File: config.mk
export PLATFORM = sky130hd
export DESIGN_NAME = alu_pipe
export DESIGN_NICKNAME = d
export VERILOG_FILES = /design/src/rtl/alu_pipe_pkg.sv /design/src/rtl/alu_pipe_mul.sv /design/src/rtl/alu_pipe.sv
export SDC_FILE = /design/constraint.sdc
export NUM_CORES = 1
export LEC_CHECK = 0
export ABC_AREA = 0
export CORE_MARGIN = 5
export CORE_UTILIZATION = 45
export DETAILED_ROUTE_END_ITERATION = 16
export HOLD_SLACK_MARGIN = 0.03
export PLACE_DENSITY = 0.7
export SYNTH_ARGS = -nofsm -noshare
export SYNTH_HDL_FRONTEND = slang
export SYNTH_HIERARCHICAL = 1
export SYNTH_SLANG_ARGS = --single-unit
File: constraint.sdc
create_clock -name clock -period 6.1 [get_ports clock]
set_input_delay 1.83 -clock clock [delete_from_list [all_inputs] [get_ports clock]]
set_output_delay 1.83 -clock clock [all_outputs]
set_load 0.05 [all_outputs]
File: src/rtl/alu_pipe_pkg.sv
// Shared definitions for the alu_pipe block: opcode encodings (io_opcode[3:0]),
// the sequencing FSM state type and a multiply-opcode helper.
// No ports.
package alu_pipe_pkg;

    localparam int unsigned OPW = 4;

    localparam logic [OPW-1:0] OP_ADD   = 4'h0;
    localparam logic [OPW-1:0] OP_SUB   = 4'h1;
    localparam logic [OPW-1:0] OP_SLL   = 4'h2;
    localparam logic [OPW-1:0] OP_MUL   = 4'h3;
    localparam logic [OPW-1:0] OP_SLT   = 4'h4;
    localparam logic [OPW-1:0] OP_SLTU  = 4'h6;
    localparam logic [OPW-1:0] OP_MULHU = 4'h7;
    localparam logic [OPW-1:0] OP_XOR   = 4'h8;
    localparam logic [OPW-1:0] OP_SRL   = 4'hA;
    localparam logic [OPW-1:0] OP_SRA   = 4'hB;
    localparam logic [OPW-1:0] OP_OR    = 4'hC;
    localparam logic [OPW-1:0] OP_AND   = 4'hE;

    typedef enum logic {
        IDLE = 1'b0,
        MUL  = 1'b1
    } state_t;

    // True for the two opcodes served by the iterative multiplier.
    function automatic logic is_mul_op(input logic [OPW-1:0] op);
        return (op == OP_MUL) || (op == OP_MULHU);
    endfunction

endpackage

File: src/rtl/alu_pipe_mul.sv
// Iterative unsigned shift-add multiplier, one multiplier bit per clock.
// Ports:
//   clock, reset  - clock and asynchronous active-high reset
//   start         - load a/b and begin; ignored bits while busy are not sampled
//   a, b          - multiplicand and multiplier (XLEN bits each)
//   done          - one-cycle pulse, product valid while high
//   product       - full 2*XLEN-bit unsigned product
module alu_pipe_mul #(
    parameter int unsigned XLEN = 32
) (
    input  logic                clock,
    input  logic                reset,
    input  logic                start,
    input  logic [XLEN-1:0]     a,
    input  logic [XLEN-1:0]     b,
    output logic                done,
    output logic [2*XLEN-1:0]   product
);

    localparam int unsigned CW = $clog2(XLEN + 1);

    logic            busy;
    logic [CW-1:0]   count;
    logic [XLEN-1:0] mcand;
    logic [XLEN-1:0] acc_hi;
    logic [XLEN-1:0] acc_lo;
    logic [XLEN:0]   sum_c;

    // Partial-product add; the carry becomes the new top bit after the right shift.
    assign sum_c   = {1'b0, acc_hi} + (acc_lo[0] ? {1'b0, mcand} : '0);
    assign product = {acc_hi, acc_lo};

    // acc_lo starts as the multiplier and is consumed LSB-first as product bits shift in.
    always_ff @(posedge clock or posedge reset) begin
        if (reset) begin
            busy   <= 1'b0;
            done   <= 1'b0;
            count  <= '0;
            mcand  <= '0;
            acc_hi <= '0;
            acc_lo <= '0;
        end else begin
            done <= 1'b0;
            if (start) begin
                busy   <= 1'b1;
                count  <= '0;
                mcand  <= a;
                acc_hi <= '0;
                acc_lo <= b;
            end else if (busy) begin
                {acc_hi, acc_lo} <= {sum_c, acc_lo[XLEN-1:1]};
                count            <= count + CW'(1);
                if (count == CW'(XLEN - 1)) begin
                    busy <= 1'b0;
                    done <= 1'b1;
                end
            end
        end
    end

endmodule

File: src/rtl/alu_pipe.sv
// Single-issue ALU with one registered output stage and valid/ready handshakes.
// Optional multiplier (MUL / MULHU) enabled by defining ALU_PIPE_MUL_EN.
// Ports:
//   clock, reset             - clock and asynchronous active-high reset
//   io_in_valid/io_in_ready  - operation offer / acceptance
//   io_a, io_b, io_opcode    - operands and opcode (only [3:0] decoded)
//   io_out_valid/io_out_ready- result offer / consumption
//   io_result, io_zero       - registered result and its zero flag
module alu_pipe
    import alu_pipe_pkg::*;
#(
    parameter int unsigned XLEN = 32
) (
    input  logic            clock,
    input  logic            reset,
    input  logic            io_in_valid,
    output logic            io_in_ready,
    input  logic [XLEN-1:0] io_a,
    input  logic [XLEN-1:0] io_b,
    input  logic [5:0]      io_opcode,
    output logic            io_out_valid,
    input  logic            io_out_ready,
    output logic [XLEN-1:0] io_result,
    output logic            io_zero
);

    localparam int unsigned SHW = $clog2(XLEN);

    logic [OPW-1:0]  op_c;
    logic [SHW-1:0]  shamt_c;
    logic            accept_c;
    logic            is_mul_c;
    logic            load_c;
    logic [XLEN-1:0] alu_c;
    logic [XLEN-1:0] load_val_c;
    logic            unused_opcode_c;

    assign op_c            = io_opcode[OPW-1:0];
    assign unused_opcode_c = ^io_opcode[5:4];
    assign shamt_c         = io_b[SHW-1:0];
    assign accept_c        = io_in_valid && io_in_ready;

    // Single-cycle datapath; unassigned opcodes (and multiply codes) give 0.
    always_comb begin
        alu_c = '0;
        case (op_c)
            OP_ADD:  alu_c = io_a + io_b;
            OP_SUB:  alu_c = io_a - io_b;
            OP_XOR:  alu_c = io_a ^ io_b;
            OP_OR:   alu_c = io_a | io_b;
            OP_AND:  alu_c = io_a & io_b;
            OP_SLL:  alu_c = io_a << shamt_c;
            OP_SRL:  alu_c = io_a >> shamt_c;
            OP_SRA:  alu_c = XLEN'($signed(io_a) >>> shamt_c);
            OP_SLT:  alu_c = XLEN'($signed(io_a) < $signed(io_b));
            OP_SLTU: alu_c = XLEN'(io_a < io_b);
            default: alu_c = '0;
        endcase
    end

`ifdef ALU_PIPE_MUL_EN
    state_t            state;
    state_t            state_next;
    logic              mul_start_c;
    logic              mul_done;
    logic              hi_sel;
    logic [2*XLEN-1:0] mul_product;

    assign is_mul_c    = is_mul_op(op_c);
    assign io_in_ready = (state != MUL) && (!io_out_valid || io_out_ready);

    // FSM state register.
    always_ff @(posedge clock or posedge reset) begin
        if (reset) begin
            state <= IDLE;
        end else begin
            state <= state_next;
        end
    end

    // MUL is left on the same edge the product is written to the output
    // register, so no new operation can collide with that write.
    always_comb begin
        state_next  = state;
        mul_start_c = 1'b0;
        case (state)
            IDLE: begin
                if (accept_c && is_mul_c) begin
                    state_next  = MUL;
                    mul_start_c = 1'b1;
                end
            end
            MUL: begin
                if (mul_done) begin
                    state_next = IDLE;
                end
            end
            default: state_next = IDLE;
        endcase
    end

    // Remembers whether the running multiply returns the high half.
    always_ff @(posedge clock or posedge reset) begin
        if (reset) begin
            hi_sel <= 1'b0;
        end else if (mul_start_c) begin
            hi_sel <= (op_c == OP_MULHU);
        end
    end

    alu_pipe_mul #(
        .XLEN (XLEN)
    ) u_mul (
        .clock   (clock),
        .reset   (reset),
        .start   (mul_start_c),
        .a       (io_a),
        .b       (io_b),
        .done    (mul_done),
        .product (mul_product)
    );

    // Output-stage load select: single-cycle result or finished product.
    always_comb begin
        load_c     = accept_c && !is_mul_c;
        load_val_c = alu_c;
        if ((state == MUL) && mul_done) begin
            load_c     = 1'b1;
            load_val_c = hi_sel ? mul_product[2*XLEN-1:XLEN] : mul_product[XLEN-1:0];
        end
    end
`else
    assign is_mul_c    = 1'b0;
    assign io_in_ready = !io_out_valid || io_out_ready;

    // Output-stage load select: single-cycle result only.
    always_comb begin
        load_c     = accept_c && !is_mul_c;
        load_val_c = alu_c;
    end
`endif

    // Output register: a load wins over a consume, so valid stays high back-to-back.
    always_ff @(posedge clock or posedge reset) begin
        if (reset) begin
            io_out_valid <= 1'b0;
            io_result    <= '0;
            io_zero      <= 1'b0;
        end else if (load_c) begin
            io_out_valid <= 1'b1;
            io_result    <= load_val_c;
            io_zero      <= (load_val_c == '0);
        end else if (io_out_valid && io_out_ready) begin
            io_out_valid <= 1'b0;
        end
    end

endmodule
==> impl_metrics.csv <==
group,metric,value,unit
synthesis,yosys_register_bits,34,
timing,worstMarginPinSlew,0.7529,ns
timing,rsz0062_at_grt,"no",
clock_network,clock-sinks,34,
outcome,status,"completed",
critical_path,path_max_fanout,2,
clock_network,cts_buffer_depth,2,
global_route,grt_max_degree,55,
pwr,power_frac_seq,14.4,%
detailed_routing,first_pass_iters,6,
synthesis,netlist_instances,1578,
critical_path,crit_slowest_cell,"clkdlybuf4s50_1",
run,drv_cap,0,
timing,finalSetupViolCount,0,
floorplanning,dieArea,28130,um2
critical_path,rr_worst_depth,11,
detailed_routing,routed_wl,59910,um
floorplanning,core_region_area,24390,um2
timing,hold_violations,0,
placed_design,gp_congestion,1.074,
final_layout,antennaDiodeCount,0,
synthesis,synth_edf_count,0,
clock_network,postCtsHoldBufs,0,
final_layout,fin_cells,2127,
critical_path,cp_data_arrival_time,6.12,ns
pwr,switching_power,1012,uW
clock_network,cts.clk_slew.worst_paths,0.05,ns
clock_network,cts-root-buf,"clkbuf_16",
placed_design,hpwl,48920,um
timing,postLayoutSetupSlackWorst,0.1750,ns
floorplanning,row_count,57,
critical_path,crit_path_end_kind,"flip-flop",
floorplanning,initial_core_util,45.90,%
detailed_routing,wire_per_inst,28.16,um
final_layout,nets,1978,
floorplanning,ios,109,
timing,fin_tns_setup,0,ns
final_layout,stdcell_area,14110,um2
timing,drv_slew,0,
detailed_routing,drt-initial-drc-count,1983,
timing,slew_headroom,49.09,%
global_route,grt-ovfl-total,0,
pwr,total_power,1979,uW
detailed_routing,via_count,14570,
synthesis,synth_cell_type_count,91,
min_path,holdCritPathClass,"reg -> reg",
pwr,ir_worst_vdd,0.1924,mV
timing,clock_skew,0.002177,ns
pwr,clkPwrFrac,11.5,%
final_layout,drive_above_1_share,19.25,%
synthesis,ys.flop_type,"dfrtp_1",
pwr,internal_power,967.4,uW
placed_design,place_inst,2119,
timing,fmax,168.8,MHz
timing,period_minus_slack,5.925,ns
final_layout,area_growth,26.02,%
placed_design,port_buffers,106,
global_route,grt_pass1_vias,13600,
global_route,grt_antenna_before_repair,4,
final_layout,fillCellCount,2368,
placed_design,pre_cts_ws,-0.3445,ns
synthesis,syn_nets,1753,
synthesis,syn-cell-area,11200,um2
critical_path,crit_top_cell,"buf_4",
detailed_routing,drc,0,
critical_path,critPathKind,"in -> reg",
timing,final.period_utilization,97.13,%
pwr,power_density,140.3,nW/um2
pwr,cellLeakagePower,0.006140,uW
synthesis,ys_warn_count,6,
critical_path,cp_slowest_stage_delay,0.49,ns
critical_path,cp_data_required_time,6.30,ns
synthesis,ys_seq_area_share,7.599,%
floorplanning,die_x,167.7,um
detailed_routing,ant_nets,0,
synthesis,synthArstFlopShare,100.0,%
critical_path,crit_chain,"clkdlybuf4s50_1, inv_1, ha_1, fa_1, o21bai_1, buf_4, nand2_1, a2111oi_2, buf_4, nor3_2, a21oi_1, a21oi_1, or4_1, or4_1, nor4_4, buf_4, nand4_1, o21ai_1",
detailed_routing,viasPerCell,6.850,
final_layout,mostFrequentLayoutCell,"buf_4",
global_route,grt_pass1_wl,88080,um
synthesis,syn_area_per_cell,7.095,um2
clock_network,clk_latency,0.27,ns
floorplanning,dieHeight,167.7,um
critical_path,startpoint_type,"input pin",
clock_network,htreeDepth,2,
final_layout,mostFrequentLayoutCells,"buf_4 (229), nand2_1 (155), a21oi_1 (124), nor2_1 (122), o21ai_0 (107)",
global_route,grtUsageTotal,40.50,%
pwr,p_comb_share,74.1,%
pwr,p_sw_share,51.12,%
clock_network,cts_tree,"built",
clock_network,cts_buffers,5,
min_path,whs_path_depth,2,
placed_design,dpl_cell_area,13900,um2
-- state kept, by name, indices dropped and copies added (netlist names) --
name and flops:
io_out_valid 1, io_result 32, io_zero 1
-- area by class of cell --
| type | count | area [um2] | area share, % |
|---|---|---|---|
| clock buffer | 7 | 132.6 | 0.9401 |
| multi-input combinational | 1317 | 9483 | 67.21 |
| sequential | 34 | 850.8 | 6.031 |
| tap | 324 | 405.4 | 2.873 |
| timing repair buffer | 338 | 2835 | 20.10 |
| inverter | 107 | 401.6 | 2.847 |
-- through the flow --
step,hold slack (ns),utilization (%)
after floorplan,0.7413,-
after global placement,0.4597,57.00
after detailed placement,0.4698,57.00
after CTS,0.4808,57.57
after global routing,0.4968,57.84
final,0.4744,57.84
-- Yosys cell counts (all sizes together) (29+ instances only) --
cell | count | area [um2]
mux2i | 64 | 640.6
buf | 45 | 269.0
dfrtp | 34 | 850.8
mux4 | 29 | 653.1
clkbuf | 75 | 281.5
ha | 99 | 1239
nand3 | 45 | 225.2
nor2 | 123 | 464.2
a21oi | 125 | 625.6
nand2 | 156 | 593.1
mux2 | 41 | 461.7
nor3 | 39 | 195.2
o22ai | 35 | 219.0
a211oi | 32 | 245.2
inv | 106 | 397.9
o21ai | 110 | 550.5
-- path summary, 6_finish.rpt --
path	slack (ns)	start	endpoint
min	0.47	io_result[5]	io_result[5]
max	0.17	io_a[0]	io_zero
min reg2reg	0.47	io_result[5]	io_result[5]
min in group asynchronous	1.95	reset	io_result[26]
max in group asynchronous	3.86	reset	io_result[9]
max reg2reg	2.61	io_out_valid	io_zero
-- per-layer routing --
layer / vias to the layer above / global-route usage, % / wire length, um
met5: - / 0 / 52
met3: 205 / 10.61 / 7825
met2: 1093 / 61.83 / 25460
met4: 8 / 16.02 / 3122
met1: 6855 / 54.62 / 23450
li1: 6408 / - / -
-- logic make-up (layout without fill, tap and decap cells) --
group / after synthesis / count (layout) / share of synthesized area, %
mux: 134 / 134 / 15.68
xor+xnor: 16 / 16 / 1.252
fa+ha+maj: 101 / 101 / 11.42
flops: 34 / 34 / 7.599
simple gates: 528 / 528 / 23.38
buf+inv: 227 / 452 / 8.505
compound gates: 538 / 538 / 32.16
-- repair_timing --
item                                    4_1_cts  5_1_grt
pin swaps                                     0        3
gates resized for setup                       1       13
endpoints found under the setup margin        1        1
buffers inserted                              0        1
-- worst max-delay path, delay by kind of cell --
kind,cells,cell delay [ns]
compound gates,5,1.09
simple gates,6,1.54
buf+inv,5,1.03
fa+ha+maj,2,0.64
-- power by group through the flow --
| stage | Combinational [uW] | Sequential, uW | Clock [uW] |
|---|---|---|---|
| 2_1_floorplan | 673 | 427 | 0 |
| 4_1_cts | 1410 | 286 | 230 |
| 5_1_grt | 1530 | 290 | 238 |
| 3_3_place_gp | 1390 | 287 | 0 |
| 3_5_place_dp | 1400 | 289 | 0 |
| 6_report | 1470 | 285 | 228 |
(Power assumes the default switching activity.)
